--- src/rtl/sparc_exu_ecc_errlog_if.sv ---
// ----------------------------------------------------------------------------
// sparc_exu_ecc_errlog_if
//   Report channel from the IRF ECC error logger to the IFU trap/ESR logic.
//   One report names a thread that holds a logged error. rpt_ue always shows
//   the thread's current log state, so a CE report can turn into a UE report
//   while it waits for rpt_rdy.
//
//   Signals
//     rpt_vld  logger -> IFU  a report is available
//     rpt_rdy  IFU -> logger  IFU accepts the report this cycle
//     rpt_tid  logger -> IFU  thread being reported
//     rpt_ue   logger -> IFU  the reported thread's log holds a UE
//
//   Modports
//     master : logger side (drives vld/tid/ue, samples rdy)
//     slave  : IFU side    (samples vld/tid/ue, drives rdy)
// ----------------------------------------------------------------------------
interface sparc_exu_ecc_errlog_if;
    logic       rpt_vld;
    logic       rpt_rdy;
    logic [1:0] rpt_tid;
    logic       rpt_ue;

    modport master (output rpt_vld, output rpt_tid, output rpt_ue, input rpt_rdy);
    modport slave  (input rpt_vld, input rpt_tid, input rpt_ue, output rpt_rdy);
endinterface

--- src/rtl/sparc_exu_ecc_errlog.sv ---
// ----------------------------------------------------------------------------
// sparc_exu_ecc_errlog
//   Per-thread IRF ECC error logger. It sits behind the EXU ECC control stage.
//   The M-stage CE/UE flags, register id and syndrome are flopped into W.
//   Flushed instructions are dropped. Each thread keeps one first-error log,
//   a multiple-error bit and a saturating CE counter. A small FIFO holds at
//   most one report per thread for the IFU.
//
//   Ports
//     clk, arst_l              core clock, asynchronous active-low reset
//     exu_ifu_ecc_ce_m/ue_m    CE / UE flags of the M-stage instruction
//     exu_ifu_err_reg_m[7:0]   {window/gl[2:0], reg[4:0]} of the failing source
//     exu_ifu_err_synd_7_m     syndrome bit 7 (1 = true CE)
//     ecc_errlog_synd_m[6:0]   syndrome bits [6:0] from the ECC decoder
//     ifu_exu_tid_m[1:0]       thread of the M-stage instruction
//     ifu_exu_flush_w          the W-stage instruction is flushed
//     clr_vld, clr_tid         software clear of one thread's log and counter
//     rpt                      report handshake to the IFU (master modport)
//     log_rd_tid, log_rd_data  combinational read, {vld, ue, me, reg, synd}
//     ce_thresh_hit[NTHR-1:0]  per-thread CE count >= CE_THRESH
// ----------------------------------------------------------------------------
module sparc_exu_ecc_errlog #(
    parameter int NTHR      = 4,
    parameter int CE_CNT_W  = 4,
    parameter int CE_THRESH = 8
) (
    input  logic                   clk,
    input  logic                   arst_l,
    input  logic                   exu_ifu_ecc_ce_m,
    input  logic                   exu_ifu_ecc_ue_m,
    input  logic [7:0]             exu_ifu_err_reg_m,
    input  logic                   exu_ifu_err_synd_7_m,
    input  logic [6:0]             ecc_errlog_synd_m,
    input  logic [1:0]             ifu_exu_tid_m,
    input  logic                   ifu_exu_flush_w,
    input  logic                   clr_vld,
    input  logic [1:0]             clr_tid,
    sparc_exu_ecc_errlog_if.master rpt,
    input  logic [1:0]             log_rd_tid,
    output logic [18:0]            log_rd_data,
    output logic [NTHR-1:0]        ce_thresh_hit
);

    localparam int TID_W  = 2;
    localparam int FIFO_D = 4;
    localparam logic [CE_CNT_W-1:0] CNT_MAX = '1;

    // Field order matches the log_rd_data layout.
    typedef struct packed {
        logic       vld;
        logic       ue;
        logic       me;
        logic [7:0] err_reg;
        logic [7:0] synd;
    } log_t;

    // ------------------------------------------------------------------
    // M -> W pipe flops
    // ------------------------------------------------------------------
    logic             ce_w;
    logic             ue_w;
    logic [7:0]       reg_w;
    logic [7:0]       synd_w;
    logic [TID_W-1:0] tid_w;

    // NOTE: state registers use non-blocking assignments so that every flop
    // samples the values from before the edge, whatever the statement order.
    always_ff @(posedge clk or negedge arst_l) begin
        if (!arst_l) begin
            ce_w   <= 1'b0;
            ue_w   <= 1'b0;
            reg_w  <= '0;
            synd_w <= '0;
            tid_w  <= '0;
        end else begin
            ce_w   <= exu_ifu_ecc_ce_m;
            ue_w   <= exu_ifu_ecc_ue_m;
            reg_w  <= exu_ifu_err_reg_m;
            synd_w <= {exu_ifu_err_synd_7_m, ecc_errlog_synd_m};
            tid_w  <= ifu_exu_tid_m;
        end
    end

    logic log_w;
    logic ce_only_w;

    assign log_w     = (ce_w | ue_w) & ~ifu_exu_flush_w;
    assign ce_only_w = ce_w & ~ue_w;  // a UE masks a CE from the same access

    // ------------------------------------------------------------------
    // Per-thread logs and CE counters
    // ------------------------------------------------------------------
    log_t [NTHR-1:0]               log_q,  log_d;
    logic [NTHR-1:0][CE_CNT_W-1:0] cnt_q,  cnt_d;
    logic [NTHR-1:0]               event_v;

    // A clear is applied first. An error for the same thread in the same
    // cycle then lands on an empty log and counter, as a fresh capture.
    // NOTE: every signal written here gets a default at the top of the block,
    // so no path leaves one unassigned and no latch is inferred.
    always_comb begin
        log_d   = log_q;
        cnt_d   = cnt_q;
        event_v = '0;
        for (int t = 0; t < NTHR; t++) begin
            if (clr_vld && clr_tid == TID_W'(t)) begin
                log_d[t] = '0;
                cnt_d[t] = '0;
            end
            if (log_w && tid_w == TID_W'(t)) begin
                if (!log_d[t].vld) begin
                    log_d[t].vld     = 1'b1;
                    log_d[t].ue      = ue_w;
                    log_d[t].me      = 1'b0;
                    log_d[t].err_reg = reg_w;
                    log_d[t].synd    = synd_w;
                    event_v[t]       = 1'b1;
                end else if (!log_d[t].ue && ue_w) begin
                    // A UE replaces a logged CE. The log records the worse error.
                    log_d[t].ue      = 1'b1;
                    log_d[t].me      = 1'b1;
                    log_d[t].err_reg = reg_w;
                    log_d[t].synd    = synd_w;
                    event_v[t]       = 1'b1;
                end else begin
                    log_d[t].me = 1'b1;
                end
                if (ce_only_w && cnt_d[t] != CNT_MAX) begin
                    cnt_d[t] = cnt_d[t] + 1'b1;
                end
            end
        end
    end

    always_ff @(posedge clk or negedge arst_l) begin
        if (!arst_l) begin
            log_q <= '0;
            cnt_q <= '0;
        end else begin
            log_q <= log_d;
            cnt_q <= cnt_d;
        end
    end

    always_comb begin
        ce_thresh_hit = '0;
        for (int t = 0; t < NTHR; t++) begin
            ce_thresh_hit[t] = (int'(cnt_q[t]) >= CE_THRESH);
        end
    end

    assign log_rd_data = log_q[log_rd_tid];

    // ------------------------------------------------------------------
    // Report FIFO. Each thread has at most one entry (pending bit), so
    // NTHR entries can never overflow.
    // ------------------------------------------------------------------
    logic [TID_W-1:0] fifo_mem [FIFO_D];
    logic [1:0]       rd_ptr;
    logic [1:0]       wr_ptr;
    logic [2:0]       fifo_cnt;
    logic [NTHR-1:0]  pending_q;
    logic [NTHR-1:0]  deq_v;
    logic [NTHR-1:0]  enq_v;
    logic [TID_W-1:0] head_tid;
    logic             fifo_ne;
    logic             head_live;
    logic             deq;
    logic             enq;

    assign head_tid  = fifo_mem[rd_ptr];
    assign fifo_ne   = (fifo_cnt != 3'd0);
    assign head_live = log_q[head_tid].vld;
    // A head whose log was cleared is stale. It is dropped without a report.
    assign deq       = fifo_ne & (~head_live | rpt.rpt_rdy);

    always_comb begin
        deq_v = '0;
        if (deq) begin
            deq_v[head_tid] = 1'b1;
        end
    end

    // A thread that is popping this cycle can queue again at once.
    assign enq_v = event_v & (~pending_q | deq_v);
    assign enq   = |enq_v;

    // NOTE: the FIFO storage is reset with the pointers. The head entry then
    // reads as thread 0 after reset, so rpt_tid and rpt_ue come out of reset at 0.
    always_ff @(posedge clk or negedge arst_l) begin
        if (!arst_l) begin
            for (int i = 0; i < FIFO_D; i++) begin
                fifo_mem[i] <= '0;
            end
            rd_ptr    <= '0;
            wr_ptr    <= '0;
            fifo_cnt  <= '0;
            pending_q <= '0;
        end else begin
            if (enq) begin
                fifo_mem[wr_ptr] <= tid_w;  // only the W-stage thread can have an event
                wr_ptr           <= wr_ptr + 2'd1;
            end
            if (deq) begin
                rd_ptr <= rd_ptr + 2'd1;
            end
            if (enq && !deq) begin
                fifo_cnt <= fifo_cnt + 3'd1;
            end else if (deq && !enq) begin
                fifo_cnt <= fifo_cnt - 3'd1;
            end
            pending_q <= (pending_q & ~deq_v) | enq_v;
        end
    end

    assign rpt.rpt_vld = fifo_ne & head_live;
    assign rpt.rpt_tid = head_tid;
    assign rpt.rpt_ue  = log_q[head_tid].ue;  // live value, so an upgrade shows

endmodule

--- src/flat_wrapper.sv ---
// flat-port wrapper written by rule: the top's interface ports become plain ports
module sparc_exu_ecc_errlog_flat 
#(
    parameter int NTHR      = 4,
    parameter int CE_CNT_W  = 4,
    parameter int CE_THRESH = 8
)
  (clk, arst_l, exu_ifu_ecc_ce_m, exu_ifu_ecc_ue_m, exu_ifu_err_reg_m, exu_ifu_err_synd_7_m, ecc_errlog_synd_m, ifu_exu_tid_m, ifu_exu_flush_w, clr_vld, clr_tid, log_rd_tid, log_rd_data, ce_thresh_hit, rpt_rpt_vld, rpt_rpt_tid, rpt_rpt_ue, rpt_rpt_rdy);
  sparc_exu_ecc_errlog_if rpt_i ();
  input  logic clk;
  input  logic arst_l;
  input  logic exu_ifu_ecc_ce_m;
  input  logic exu_ifu_ecc_ue_m;
  input  logic [7:0] exu_ifu_err_reg_m;
  input  logic exu_ifu_err_synd_7_m;
  input  logic [6:0] ecc_errlog_synd_m;
  input  logic [1:0] ifu_exu_tid_m;
  input  logic ifu_exu_flush_w;
  input  logic clr_vld;
  input  logic [1:0] clr_tid;
  input  logic [1:0] log_rd_tid;
  output logic [18:0] log_rd_data;
  output logic [NTHR-1:0] ce_thresh_hit;
  output wire logic [$bits(rpt_i.rpt_vld)-1:0] rpt_rpt_vld;
  output wire logic [$bits(rpt_i.rpt_tid)-1:0] rpt_rpt_tid;
  output wire logic [$bits(rpt_i.rpt_ue)-1:0] rpt_rpt_ue;
  input wire logic [$bits(rpt_i.rpt_rdy)-1:0] rpt_rpt_rdy;
  assign rpt_rpt_vld = rpt_i.rpt_vld;
  assign rpt_rpt_tid = rpt_i.rpt_tid;
  assign rpt_rpt_ue = rpt_i.rpt_ue;
  assign rpt_i.rpt_rdy = rpt_rpt_rdy;
  sparc_exu_ecc_errlog #(.NTHR(NTHR), .CE_CNT_W(CE_CNT_W), .CE_THRESH(CE_THRESH)) u_core (.clk(clk), .arst_l(arst_l), .exu_ifu_ecc_ce_m(exu_ifu_ecc_ce_m), .exu_ifu_ecc_ue_m(exu_ifu_ecc_ue_m), .exu_ifu_err_reg_m(exu_ifu_err_reg_m), .exu_ifu_err_synd_7_m(exu_ifu_err_synd_7_m), .ecc_errlog_synd_m(ecc_errlog_synd_m), .ifu_exu_tid_m(ifu_exu_tid_m), .ifu_exu_flush_w(ifu_exu_flush_w), .clr_vld(clr_vld), .clr_tid(clr_tid), .rpt(rpt_i), .log_rd_tid(log_rd_tid), .log_rd_data(log_rd_data), .ce_thresh_hit(ce_thresh_hit));
endmodule
--- config.mk ---
export PLATFORM = sky130hd
export DESIGN_NAME = sparc_exu_ecc_errlog_flat
export DESIGN_NICKNAME = d
export VERILOG_FILES = /design/src/rtl/sparc_exu_ecc_errlog_if.sv /design/src/rtl/sparc_exu_ecc_errlog.sv /design/src/flat_wrapper.sv
export SDC_FILE = /design/constraint.sdc
export NUM_CORES = 1
export LEC_CHECK = 0
export BUFFER_PORTS_ARGS = -buffer_cell sky130_fd_sc_hd__buf_4
export CAP_MARGIN = 10
export CELL_PAD_IN_SITES_DETAIL_PLACEMENT = 0
export CELL_PAD_IN_SITES_GLOBAL_PLACEMENT = 1
export CORE_UTILIZATION = 25
export CTS_BUF_LIST = sky130_fd_sc_hd__clkbuf_8
export CTS_CLUSTER_DIAMETER = 50
export DETAILED_ROUTE_END_ITERATION = 6
export PLACE_DENSITY_LB_ADDON = 0.1
export SLEW_MARGIN = 20
export SYNTH_ARGS = -nofsm -noshare
export SYNTH_HDL_FRONTEND = slang
export SYNTH_SLANG_ARGS = --single-unit
--- constraint.sdc ---
create_clock -name clk -period 9.9 [get_ports clk]
set_clock_uncertainty 0.2 [all_clocks]
set_input_delay 1.485 -clock clk [delete_from_list [all_inputs] [get_ports clk]]
set_output_delay 1.485 -clock clk [all_outputs]
set_load 0.005 [all_outputs]
==> metrics.md <==
| Metric | Value |
|---|---|
| Run status | `finished clean` |
| Top cells by area, synth | `dfrtp_1 (54%), nand2_1 (9.8%), mux4_2 (8.2%), nand3_1 (6.2%), ha_1 (1.9%)` |
| CP Launch Type | `flip-flop` |
| Total clock sinks | `131` |
| Footprint of the multi-input gates | `2640 um2` |
| Final min period | `4.41 ns` |
| Async SR Flop Fraction | `100%` |
| Post-CTS setup buffer count | `0` |
| Routability cong. | `0.677` |
| Synthesized Nets | `598` |
| Routed Antenna Nets | `0` |
| Ant diodes | `0` |
| Data required, critical path | `8.22 ns` |
| Post-DP HPWL | `10600 um` |
| Crit end category | `output pin` |
| Power per Cell Area | `218 nW/um2` |
| Starting Density | `25.6%` |
| Final Cycle Share | `44.6%` |
| Worst EP arrival | `2.73 ns` |
| First-pass GRT wire length | `26900 um` |
| Critical path class | `flip-flop to output pin` |
| Sequential area share after synthesis | `54.0%` |
| CTS Buffer Depth | `2` |
| Synth Register Bits | `131` |
| Avg Inst Size Synth | `10.9 um2` |
| Unrepaired setup endpoints after global routing | `false` |
| Number of synthesized flops with an enable pin | `0` |
| Hold_ws | `0.298 ns` |
| Vias per Instance | `4.53` |
| Most common cell after layout, fill and taps aside | `nand2_1` |
| H-Tree Level Count | `4` |
| Row count | `56` |
| CTS Buf Count | `17` |
| Worst hold path depth | `2` |
| Design Power | `1.57 mW` |
| Gr usage total | `14.7%` |
| Seq. cell area | `3280 um2` |
| Worst-path fanout max | `8` |
| Area leader, netlist | `dfrtp_1` |
| Synth warnings | `0` |
| CTS Hold Bufs | `0` |
| Buffers on Ports | `55` |
| R2r setup slk | `5.95 ns` |
| Synth cell types | `51` |
| First-pass detailed-route iteration total | `4` |
| Root Driver | `clkbuf_8` |
| Share of cells above drive strength 1 | `22.4%` |
| Min-delay worst type | `flip-flop to flip-flop` |
| Fill cells | `2489` |
| Commonest non-fill, non-tap cells in the layout | `nand2_1 (158), dfrtp_1 (131), nand3_1 (75), buf_4 (62), mux4_2 (22)` |
| # IOs | `56` |
| Synthesized area | `6070 um2` |
| Final setup violation count | `0` |
| Final Hold Viols | `0` |
| Worst-Skew Late Latency | `0.44 ns` |
| Die Wd | `158 um` |
| Min-Delay Startpoint | `u_core.log_q[58]` |
| Placeable core region | `23700 um2` |
| DRC viols | `0` |
| R2R depth | `12` |
| CTS-repair resized insts | `0` |
| Yosys top cell area share | `54.0%` |
| WL/cell | `17.8 um` |
| Post-synth top flop | `dfrtp_1` |
| Maximum clock frequency | `227 MHz` |
| Number of antenna violations at the first check in global routing | `0` |
| Post-Synthesis Cells | `559` |
| Max cap viols | `0` |
| Clk slew on worst S/H paths | `0.08 ns` |
| Routed wire length | `16700 um` |
| Sum Neg Setup Slack | `0 ns` |
| Worst-margin pin slew | `0.956 ns` |
| CTS tree | `built` |
| Fin nets | `647` |
| DIE AREA | `24900 um2` |
| Pin count of the biggest net entering global routing | `69` |
| Slew margin rel. | `36.2%` |
| Reg2reg end | `u_core.fifo_cnt[2]` |
| Detailed-route via count | `4256` |
| Iteration-0 DRC Markers | `270` |
| Worst reg2reg path startpoint | `u_core.ue_w` |
| Die height | `158 um` |
| Global route overflow | `0` |
| Maximum vdd drop | `0.0000819 V` |
| Pleak | `3.38 nW` |
| WHS Endpoint | `u_core.log_q[58]` |
| Max-slew violation count | `0` |
| Synth-to-layout area growth | `18.5%` |
| Vias in the first global route | `4523` |
| Final Util | `30.4%` |
[critical path, stage by stage (launching register included)]
cell and delay, ns:
dfrtp_1 0.53, mux4_2 0.69, mux2_4 0.36, o21ai_0 0.41, nor2_1 0.12, buf_4 0.17
[sequential cells by signal, indices dropped and copies added (netlist names)]
| name | flops |
|---|---|
| u_core.tid_w | 2 |
| u_core.fifo_mem | 8 |
| u_core.cnt_q | 16 |
| u_core.log_q | 76 |
| u_core.ce_w | 1 |
| u_core.reg_w | 8 |
| u_core.wr_ptr | 2 |
| u_core.fifo_cnt | 3 |
| u_core.rd_ptr | 2 |
| u_core.synd_w | 8 |
| u_core.pending_q | 4 |
| u_core.ue_w | 1 |
[layer usage]
metal,vias to the layer above,wire length [um],global-route usage (%)
met3,12,675,3.53
met5,-,0,0
met4,0,179,3.98
met2,80,7750,23.0
li1,2026,-,-
met1,2138,8120,20.2
[power breakdown]
part	total, mW	internal, mW	switching (mW)	leakage [nW]
Clock	0.457	0.228	0.229	0.187
Combinational	0.407	0.205	0.202	1.52
Sequential	0.703	0.627	0.0760	1.68
Total	1.57	1.06	0.507	3.38
[how the worst max path moves through the flow]
| stage | from | to | cells after the start |
|---|---|---|---|
| floorplan | log_rd_tid[0] | log_rd_data[10] | 3 |
| global route | ifu_exu_flush_w | u_core.fifo_cnt[2] | 12 |
| detailed placement | ifu_exu_flush_w | u_core.fifo_cnt[2] | 12 |
| CTS | ifu_exu_flush_w | u_core.fifo_cnt[2] | 12 |
| global placement | ifu_exu_flush_w | u_core.fifo_cnt[2] | 12 |
| finish | u_core.rd_ptr[0] | rpt_rpt_vld | 5 |
[synthesized netlist by cell type, types with 4 or more instances]
cell type / n
nand2b_1: 5
and3_1: 4
o211ai_1: 4
nand3b_1: 4
and2_1: 16
ha_1: 9
o31ai_2: 4
inv_1: 6
xnor2_1: 12
mux2_1: 8
nand2_1: 158
mux4_2: 22
nand4_1: 10
nand3_1: 75
clkbuf_1: 28
dfrtp_1: 131
nor2b_1: 4
mux2_2: 7
xor2_1: 6
[stage by stage]
stage / setup slack, ns / cell area [um2] / instances
floorplan: 5.13 / 6070 / 559
detailed placement: 4.97 / 6820 / 908
global placement: 5.09 / 6820 / 908
CTS: 5.42 / 7200 / 939
global route: 5.18 / 7200 / 939
finish: 5.49 / 7200 / 939
[layout make-up]
type / instances / area share (%)
Clock buffer: 18 / 3.44
Clock inverter: 13 / 1.89
Inverter: 7 / 0.365
Multi-Input combinational cell: 388 / 36.6
Sequential cell: 131 / 45.5
Tap cell: 319 / 5.54
Timing Repair Buffer: 63 / 6.62
[logic make-up after synthesis]
group / synth area share, %
compound gates: 4.49
buf+inv: 2.64
mux: 11.5
xor+xnor: 2.60
simple gates: 22.6
flops: 54.0
fa+ha+maj: 2.18
(Power assumes the default switching activity.)
